### src/rtl/byte_unstrip_n.sv
// byte_unstrip_n: serialises one NUM_LANES lane group per handshake onto a single symbol stream, lane 0 first
module byte_unstrip_n #(
   parameter int NUM_LANES = 4,
   parameter int WIDTH = 8,
   parameter logic [WIDTH-1:0] STP_SYM = 8'hfb,
   parameter logic [WIDTH-1:0] SDP_SYM = 8'h5c,
   localparam int CW = $clog2(NUM_LANES) + 1,
   localparam int IW = NUM_LANES > 1 ? $clog2(NUM_LANES) : 1
) (
   input  logic                       CLK,
   input  logic                       RESET,
   input  logic                       IN_VALID,
   output logic                       IN_READY,
   input  logic [NUM_LANES*WIDTH-1:0] LANE_D,
   input  logic [NUM_LANES-1:0]       LANE_K,
   input  logic [CW-1:0]              ACT_LANES,
   output logic [WIDTH-1:0]           D,
   output logic                       DK,
   output logic                       OUT_VALID,
   input  logic                       OUT_READY,
   output logic                       FRAME_START
);
   typedef enum logic {IDLE, DRAIN} state_t;
   state_t state_q, state_d;
   logic [NUM_LANES-1:0][WIDTH-1:0] grp_d_q, grp_d_d;
   logic [NUM_LANES-1:0] grp_k_q, grp_k_d;
   logic [CW-1:0] cnt_q, cnt_d, act_cnt;
   logic [IW-1:0] idx_q, idx_d;
   logic last, accept, emit;
   always_comb begin
      last = CW'(idx_q) == cnt_q - CW'(1);
      OUT_VALID = state_q == DRAIN;
      IN_READY = !OUT_VALID || (OUT_READY && last);
      accept = IN_VALID && IN_READY;
      emit = OUT_VALID && OUT_READY;
      act_cnt = (ACT_LANES == '0 || ACT_LANES > CW'(NUM_LANES)) ? CW'(NUM_LANES) : ACT_LANES;
      state_d = accept ? DRAIN : (emit && last) ? IDLE : state_q;
      idx_d = accept ? '0 : (emit && !last) ? idx_q + IW'(1) : idx_q;
      cnt_d = accept ? act_cnt : cnt_q;
      grp_d_d = accept ? LANE_D : grp_d_q;
      grp_k_d = accept ? LANE_K : grp_k_q;
      D = grp_d_q[idx_q];
      DK = grp_k_q[idx_q];
      FRAME_START = OUT_VALID && DK && (D == STP_SYM || D == SDP_SYM);
   end
   always_ff @(posedge CLK) begin
      if (RESET) begin
         state_q <= IDLE;
         idx_q <= '0;
         cnt_q <= CW'(NUM_LANES);
         grp_d_q <= '0;
         grp_k_q <= '0;
      end else begin
         state_q <= state_d;
         idx_q <= idx_d;
         cnt_q <= cnt_d;
         grp_d_q <= grp_d_d;
         grp_k_q <= grp_k_d;
      end
   end
endmodule

### config.mk
export PLATFORM = sky130hd
export DESIGN_NAME = byte_unstrip_n
export DESIGN_NICKNAME = d
export VERILOG_FILES = /design/src/rtl/byte_unstrip_n.sv
export SDC_FILE = /design/constraint.sdc
export NUM_CORES = 1
export LEC_CHECK = 0
export CORE_UTILIZATION = 35
export DETAILED_ROUTE_END_ITERATION = 12
export RECOVER_POWER = 100
export SLEW_MARGIN = 10
export SYNTH_ARGS = -nofsm -noshare
export SYNTH_HDL_FRONTEND = slang
export SYNTH_SLANG_ARGS = --single-unit
### constraint.sdc
create_clock -name CLK -period 3.2 [get_ports CLK]
set_clock_uncertainty 0.1 [all_clocks]
set_input_delay 0.32 -clock CLK [delete_from_list [all_inputs] [get_ports CLK]]
set_output_delay 0.32 -clock CLK [all_outputs]
set_load 0.05 [all_outputs]
## Word-level counts from Yosys, hierarchy flattened

Index checks and enable logic that the tools add are counted.

| operators by class | value |
|---|---|
| muxes and demuxes | 7 |
| order comparisons | 2 |
| add/subtract/negate cells | 2 |
| shifts and indexed selects | 0 |
| bitwise gates (word level) | 0 |
| equal/unequal tests | 3 |
| div/mod/pow operators | 0 |
| reduce and logical (&&, ||, !) cells | 15 |
| $mul | 0 |

Operator list:

| kind | number |
|---|---|
| 8-bit binary-select mux with 2-bit select | 1 |
| 8-bit by 7-bit equality test with 1-bit output (second input constant) | 1 |
| 8-bit equality test (second input constant) | 1 |
| 8-bit two-way mux | 1 |
| 1-bit logical AND | 7 |
| 2-bit by 3-bit equality test with 1-bit output | 1 |
| 3-bit greater-than comparator (second input constant) | 1 |
| 3-bit logical NOT | 1 |
| 1-bit logical OR | 3 |
| 2-bit by 3-bit < comparator with 1-bit output (second input constant) | 1 |
| 1-bit two-way mux | 3 |
| 3-bit two-way mux | 1 |
| 3-bit by 1-bit subtractor with 3-bit output (second input constant) | 1 |
| 2-bit by 1-bit adder with 2-bit output (second input constant) | 1 |
| 1-bit binary-select mux with 2-bit select | 1 |
| 1-bit logical NOT | 2 |
| 2-bit nonzero test | 1 |
| 2-bit OR reduction | 1 |

| word-level totals | value |
|---|---|
| latch bits | 0 |
| RAM bits | 0 |
| flip-flop bits (word level) | 42 |
| bits of input ports | 43 |
| bits in read-only memories | 0 |
| memories kept | 0 |

## Longest topological paths before layout

| logic depth | value |
|---|---|
| depth in word-level cells | 6 |
| depth in mapped cells | 8 |

## Worst setup path before layout

Ideal clock, no wire load.

| timing path | value |
|---|---|
| kind | reg-to-output |
| start point | register idx_q[1] |
| end point | output port FRAME_START |
| data required time | 2780 ps |
| data arrival time | 2686 ps |
| stages on the path, launching flop included | 6 |
| slack | 94 ps |
| path through | dfxtp_1 -> buf_4 -> mux4_2 -> nor4b_1 -> mux2i_1 -> nor3_1 |

| between the ends | value |
|---|---|
| cells in the longest elaborated chain, start to end | 5 |
| elaborated cells on any way between the ends | 9 |

RTL lines:

| item | line | source |
|---|---|---|
| from (decl) | 28 | `logic [IW-1:0] idx_q, idx_d;` |
| from (signal assigned) | 55 | `idx_q <= idx_d;` |
| 8-bit binary-select mux with 2-bit select (*) | 42 | `D = grp_d_q[idx_q];` |
| 8-bit two-way mux (not written as such) (*) | 42 |  |
| net D[5] | 17 | `output logic [WIDTH-1:0] D,` |
| 8-bit equality test / 8-bit by 7-bit equality test with 1-bit output (equally long branches) | 44 | `FRAME_START = OUT_VALID && DK && (D == STP_SYM \|\| D == SDP_SYM);` |
| 1-bit logical OR (*) | 44 |  |
| 1-bit logical AND (*) | 44 |  |
| to (decl) | 21 | `output logic FRAME_START` |

The timed path passes the listed nets; every way through them passes the cells marked *. The select of a mux whose other input is x is not followed.

## Final worst setup path

| timing path | value |
|---|---|
| start point | register idx_q[1] |
| end point | output port FRAME_START |

| between the ends | value |
|---|---|
| cells in the longest elaborated chain, start to end | 5 |
| elaborated cells on any way between the ends | 9 |

RTL lines:

| item | line |
|---|---|
| 8-bit binary-select mux with 2-bit select | 42 |
| 8-bit two-way mux (not written as such) | 42 |
| 8-bit equality test / 8-bit by 7-bit equality test with 1-bit output (equally long branches) | 44 |
| 1-bit logical OR | 44 |
| 1-bit logical AND (*) | 44 |

Mark *: on every way between the ends. The rest lies on a longest branch, timed or not. The select of a mux whose other input is x is not followed.

==> flow_summary.json <==
{
  "gp_congestion": 0.864,
  "stdcell_area_um2": 2630,
  "grt_overflow": 0,
  "place_ws_ps": 558,
  "syn_inst": 223,
  "syn-num-nets": 268,
  "nNetsFinal": 313,
  "syn_area_per_cell_um2": 8.91,
  "rr_startpoint": "idx_q[0]$_SDFFE_PP0P_",
  "p_seq_share_pct": 49.9,
  "grt_pass1_wl_um": 8020,
  "reg2reg_slack_ps": 510,
  "rsz0062_at_grt": "no",
  "root_buffer": "clkbuf_8",
  "portBuffers": 54,
  "antennaDiodeCount": 0,
  "worst_pin_slew_ps": 931,
  "post_cts.repair.setup_buffers": 0,
  "placed_area_um2": 2560,
  "powerDensity_nw_per_um2": 436,
  "drive_gt1_share_pct": 9.67,
  "finalSetupViolCount": 0,
  "grt_usage_pct": 17.4,
  "peakVddDrop_mv": 0.170,
  "h-tree-depth": 2,
  "required_ps": 2780,
  "clk_latency_ps": 290,
  "path_class": "reg -> out",
  "cts-buffers-inserted": 5,
  "fin_tns_setup_ps": 0,
  "synth.distinct_cells": 31,
  "grt_max_degree": 39,
  "drv_cap": 0,
  "hold_buffers": 0,
  "antenna_found_initial": 0,
  "start_util_pct": 36.3,
  "critPathMaxFanout": 8,
  "yosysSeqAreaShare_pct": 42.3,
  "critical_path.startpoint_type": "register",
  "placed_cells": 333,
  "cts_tree": "yes",
  "outcome": "complete, no violations",
  "max_freq_mhz": 345,
  "comb_power_share_pct": 19.8,
  "routed_wl_um": 4960,
  "antenna_left": 0,
  "stdcell_count": 341,
  "hold_viol_final": 0,
  "area_delta_synth_final_pct": 32.5,
  "avgViaCountPerCell": 5.35,
  "pin_count": 55,
  "dp_hpwl_um": 3520,
  "cts_buffer_depth": 2,
  "reg2regPathDepth": 6,
  "clkSinkCount": 42,
  "ys_ff_latch": 42,
  "worst_slack_ps": 298,
  "cts_resized": 0,
  "drc_errors": 0,
  "hold_start": "grp_d_q[5]$_SDFFE_PP0P_",
  "period_minus_slack_ps": 2900,
  "end_kind": "output pin",
  "nFillCells": 567,
  "maxSlewHeadroom_pct": 37.7,
  "ys_warn_count": 0,
  "grt_pass1_vias": 1736,
  "hold_ws_ps": 381,
  "num_rows": 27,
  "netlist_area_um2": 1990,
  "clk_pin_slew_ps": 70,
  "die_area_um2": 5980,
  "period_share_pct": 90.7,
  "p_leak_uw": 0.000920,
  "drt_iter0_drc": 91,
  "wl_per_cell_um": 14.5,
  "die_x_um": 77.3,
  "drv_slew": 0,
  "p_clk_share_pct": 30.3,
  "core-area_um2": 5470,
  "critical_path_arrival_ps": 2480,
  "worstHoldPathCells": 2,
  "dr.pass1.iters": 4,
  "reg2reg_to": "grp_k_q[2]$_SDFFE_PP0P_",
  "swShare_pct": 27.6,
  "die_y_um": 77.3,
  "hold_path_end": "grp_d_q[5]$_SDFFE_PP0P_",
  "intPower_uw": 830,
  "vias": 1826,
  "min_path_type": "reg -> reg",
  "switchingPower_uw": 317
}
-- worst max-delay path: stages (launching register included) --
cell and delay [ps]:
dfxtp_1 600, mux4_2 610, nor4b_1 350, mux2i_1 150
nor3_1 300, buf_12 190
-- cells by family after synthesis --
| kind of cell | Yosys count | synth area share, % |
|---|---|---|
| AND/OR/NAND/NOR | 53 | 14.4 |
| multiplexers | 11 | 11.2 |
| buffers and inverters | 30 | 7.37 |
| adder cells (fa/ha/maj) | 2 | 1.26 |
| AO/OA/AOI/OAI | 81 | 21.7 |
| flip-flops | 42 | 42.3 |
| XOR/XNOR | 4 | 1.76 |
-- layout by cell type, fill, tap and decap left out, types with 2 or more instances in the layout --
cell,Yosys,final
dfxtp_1,42,42
clkdlybuf4s50_1,0,42
nand3_1,40,40
a21oi_1,38,38
o21ai_1,30,23
o21ai_0,6,13
dlygate4sd3_1,0,10
mux4_2,9,9
inv_1,6,7
clkbuf_8,0,6
buf_4,1,5
o31ai_1,3,3
nand2_1,2,2
mux2i_1,2,2
nor3_1,2,2
xnor2_1,2,2
xor2_1,2,2
nor2_1,1,2
nor3b_1,2,2
o311ai_0,2,2
ha_1,2,2
clkbuf_1,12,2
clkbuf_2,0,2
-- cells in the mapped netlist --
cell type	n	area, µm²
a21bo_2	1	10.0
a21oi_1	38	190
and2_1	1	6.26
and4b_1	1	10.0
buf_1	1	3.75
buf_2	6	30.0
buf_4	1	7.51
buf_6	3	33.8
clkbuf_1	12	45.0
dfxtp_1	42	841
ha_1	2	25.0
inv_1	6	22.5
inv_2	1	3.75
mux2i_1	2	20.0
mux4_2	9	203
nand2_1	2	7.51
nand3_1	40	200
nor2_1	1	3.75
nor2_4	1	11.3
nor2b_1	1	6.26
nor3_1	2	10.0
nor3b_1	2	15.0
nor4b_1	1	8.76
o21ai_0	6	30.0
o21ai_1	30	150
o311ai_0	2	17.5
o31ai_1	3	22.5
o41a_1	1	11.3
or2_2	1	6.26
xnor2_1	2	17.5
xor2_1	2	17.5
-- per-stage QoR --
| step | util, % | total power [µW] |
|---|---|---|
| detailed placement | 46.7 | 822 |
| finish | 48.1 | 1150 |
| global route | 48.1 | 1210 |
| CTS | 48.4 | 1170 |
| floorplan | - | 726 |
| global placement | 46.7 | 820 |
-- worst max-delay path by stage --
stage	start	endpoint	slack [ps]	cells after the start
global placement	idx_q[0]$_SDFFE_PP0P_	D[7]	740	2
CTS	idx_q[1]$_SDFFE_PP0P_	FRAME_START	260	5
detailed placement	idx_q[1]$_SDFFE_PP0P_	FRAME_START	560	5
floorplan	idx_q[1]$_SDFFE_PP0P_	FRAME_START	90	5
finish	idx_q[1]$_SDFFE_PP0P_	FRAME_START	300	5
global route	idx_q[1]$_SDFFE_PP0P_	FRAME_START	140	5
-- registers in the layout, summed over array words and instances (netlist names) --
signal,count
cnt_q,3
OUT_VALID,1
idx_q,2
grp_d_q,32
grp_k_q,4
-- routing by layer --
metal,vias to the layer above,GRT usage (%),wire length (µm)
li1,907,-,-
met1,864,22.1,2220
met2,49,29.0,2430
met3,6,4.12,241
met4,0,5.66,63
met5,-,0,0
-- cell type report --
class                      instances  area [µm²]  share of cell area, %
sequential                        42         841                   31.9
inverter                           7        26.3                  0.998
clock buffer                       7        86.3                   3.28
clock inverter                     1        5.00                  0.190
multi-input combinational        151         992                   37.7
timing repair buffer              61         592                   22.5
tap                               72        90.1                   3.42
-- power by group through the flow --
| stage | clock (µW) | sequential [µW] | combinational, µW |
|---|---|---|---|
| 5_1_grt | 384 | 577 | 247 |
| 4_1_cts | 357 | 574 | 237 |
| 3_3_place_gp | 0 | 586 | 234 |
| 3_5_place_dp | 0 | 586 | 236 |
| 6_report | 347 | 573 | 227 |
| 2_1_floorplan | 0 | 578 | 148 |
(Power assumes the default switching activity.)
==> edit: new RTL, config.mk and constraints unchanged <==
Set the parameter `NUM_LANES` to 2 (it was 4).
--- a/src/rtl/byte_unstrip_n.sv
+++ b/src/rtl/byte_unstrip_n.sv
@@ -1,6 +1,6 @@
 // byte_unstrip_n: serialises one NUM_LANES lane group per handshake onto a single symbol stream, lane 0 first
 module byte_unstrip_n #(
-   parameter int NUM_LANES = 4,
+   parameter int NUM_LANES = 2,
    parameter int WIDTH = 8,
    parameter logic [WIDTH-1:0] STP_SYM = 8'hfb,
    parameter logic [WIDTH-1:0] SDP_SYM = 8'h5c,
Ports: changed (resized ACT_LANES, LANE_D and LANE_K); port bits go from 55 to 36. No check against the original RTL was run, so the function may have changed too.
==> edit against the original RTL <==
Sequential power decreased by 45%. Worst setup slack improved by 0.16 ns. Fmax is 6.0% higher. Non-clock buffer count decreased by 20. Count of clock-buffer cells in the layout down 4. Largest cell class unchanged. Critical path type unchanged. Design area shrank 30%. Routed wire length down 17%. Power decreased by 40%. Sequential cell count shrank 20. Highest routed layer unchanged. Synthesized area decreased by 27%.
==> edit: results (changes against the original RTL) <==
Global route
  – Pin count of the biggest net entering global routing: 59 (+51%)
  – Vias in the first global route: 1419 (-18%)
  – First-pass GRT wire length: 6.80 mm (-15%)
  – Aggregate global-route resource usage: 0.203 (+0.0289)

Synthesis
  – Top post-synthesis cells by area: dfxtp_1 (30%), nand4b_1 (11%), nor3b_1 (9.8%)
  – Post-synthesis xor/xnor area fraction: 0 (-0.0176)
  – Syn Nets: 191 (-29%)
  – Sequential share of the synthesized area: 0.302 (-0.121)
  – Unique cell type count in the Yosys netlist: 33 (+6.5%)
  – Compound-Gate Fraction of Synth Area: 0.234 (+0.0171)
  – Mux cell area share after synthesis: 0.0807 (-0.0314)
  – Most common library cells after synthesis: dfxtp_1 (22), nand2_1 (20), a31oi_1 (19), nor3b_1 (19), nand4b_1 (18)
  – Syn Area/Cell: 8.73 um2 (-2.0%)
  – Adder-Cell Fraction of Synth Area: 0 (-0.0126)

Placed design
  – Port-buffer cells: 35 (-35%)
  – Gp weighted congestion: 0.756 (-13%)
  – Hpwl dp: 2.60 mm (-26%)
  – Pre-CTS setup slack: 0.856 ns (+0.298 ns)
  – Post-Place Cells: 237 (-29%)

CTS
  – Inserted Clock Buffers: 3 (-2)
  – Clock latency on the worst-skew pair: 0.27 ns (-0.02 ns)

Worst setup path
  – Slowest stage cell on the critical path: dlygate4sd3_1
  – Top Family by Delay on Critical Path: buffers and inverters
  – Crit path largest cell delay: 0.88 ns (+0.27 ns)
  – CP max FO: 13 (+5)

Pwr
  – Leak: 0.598 nW (-35%)
  – VDD IR-drop max: 0.181 mV (+6.1%)

Layout
  – Nets: 216 (-31%)
  – Final core occ: 0.461 (-0.0203)
  – Filler cell count: 387 (-32%)
  – Biggest regs: grp_d_q x16, cnt_q x2, grp_k_q x2

Drt
  – WL final: 4.13 mm (-17%)
  – Via count: 1450 (-21%)
  – Post-Route M1 WL: 2.03 mm (-8.6%)
  – Met3 routed WL: 173 um (-28%)
  – Drt initial violations: 106 (+16%)

STA
  – Worst rel slew slack: 0.519 (+0.141)

Outcome
  – Status: finished clean
==> edit: area by class of cell <==
cell class                      count  area share
Timing Repair Buffer               41       0.212
Tap cell                           50      0.0339
Multi-Input combinational cell    121       0.487
Sequential cell                    22       0.239
Clock buffer                        3      0.0224
Inverter                            3     0.00611
==> edit: path summary, 6_finish.rpt <==
path | start | endpoint | slack (ns) | cells past startpoint
max reg2reg | idx_q | idx_q | 0.65 | 5
min reg2reg | cnt_q[0] | cnt_q[0] | 0.44 | 2
max | idx_q | IN_READY | 0.46 | 4
min | cnt_q[0] | cnt_q[0] | 0.44 | 2
==> edit: per-layer routing <==
metal  track usage  up-vias
li1              -      710
met1         0.277      693
met2         0.315       40
met3        0.0240        7
met4        0.0984        0
met5             0        -
==> edit: report_power, final <==
part	switching, mW	internal [mW]	total, mW
clock network	0.0954	0.0844	0.180
logic	0.113	0.0841	0.197
registers	0.0198	0.295	0.314
total	0.228	0.463	0.691
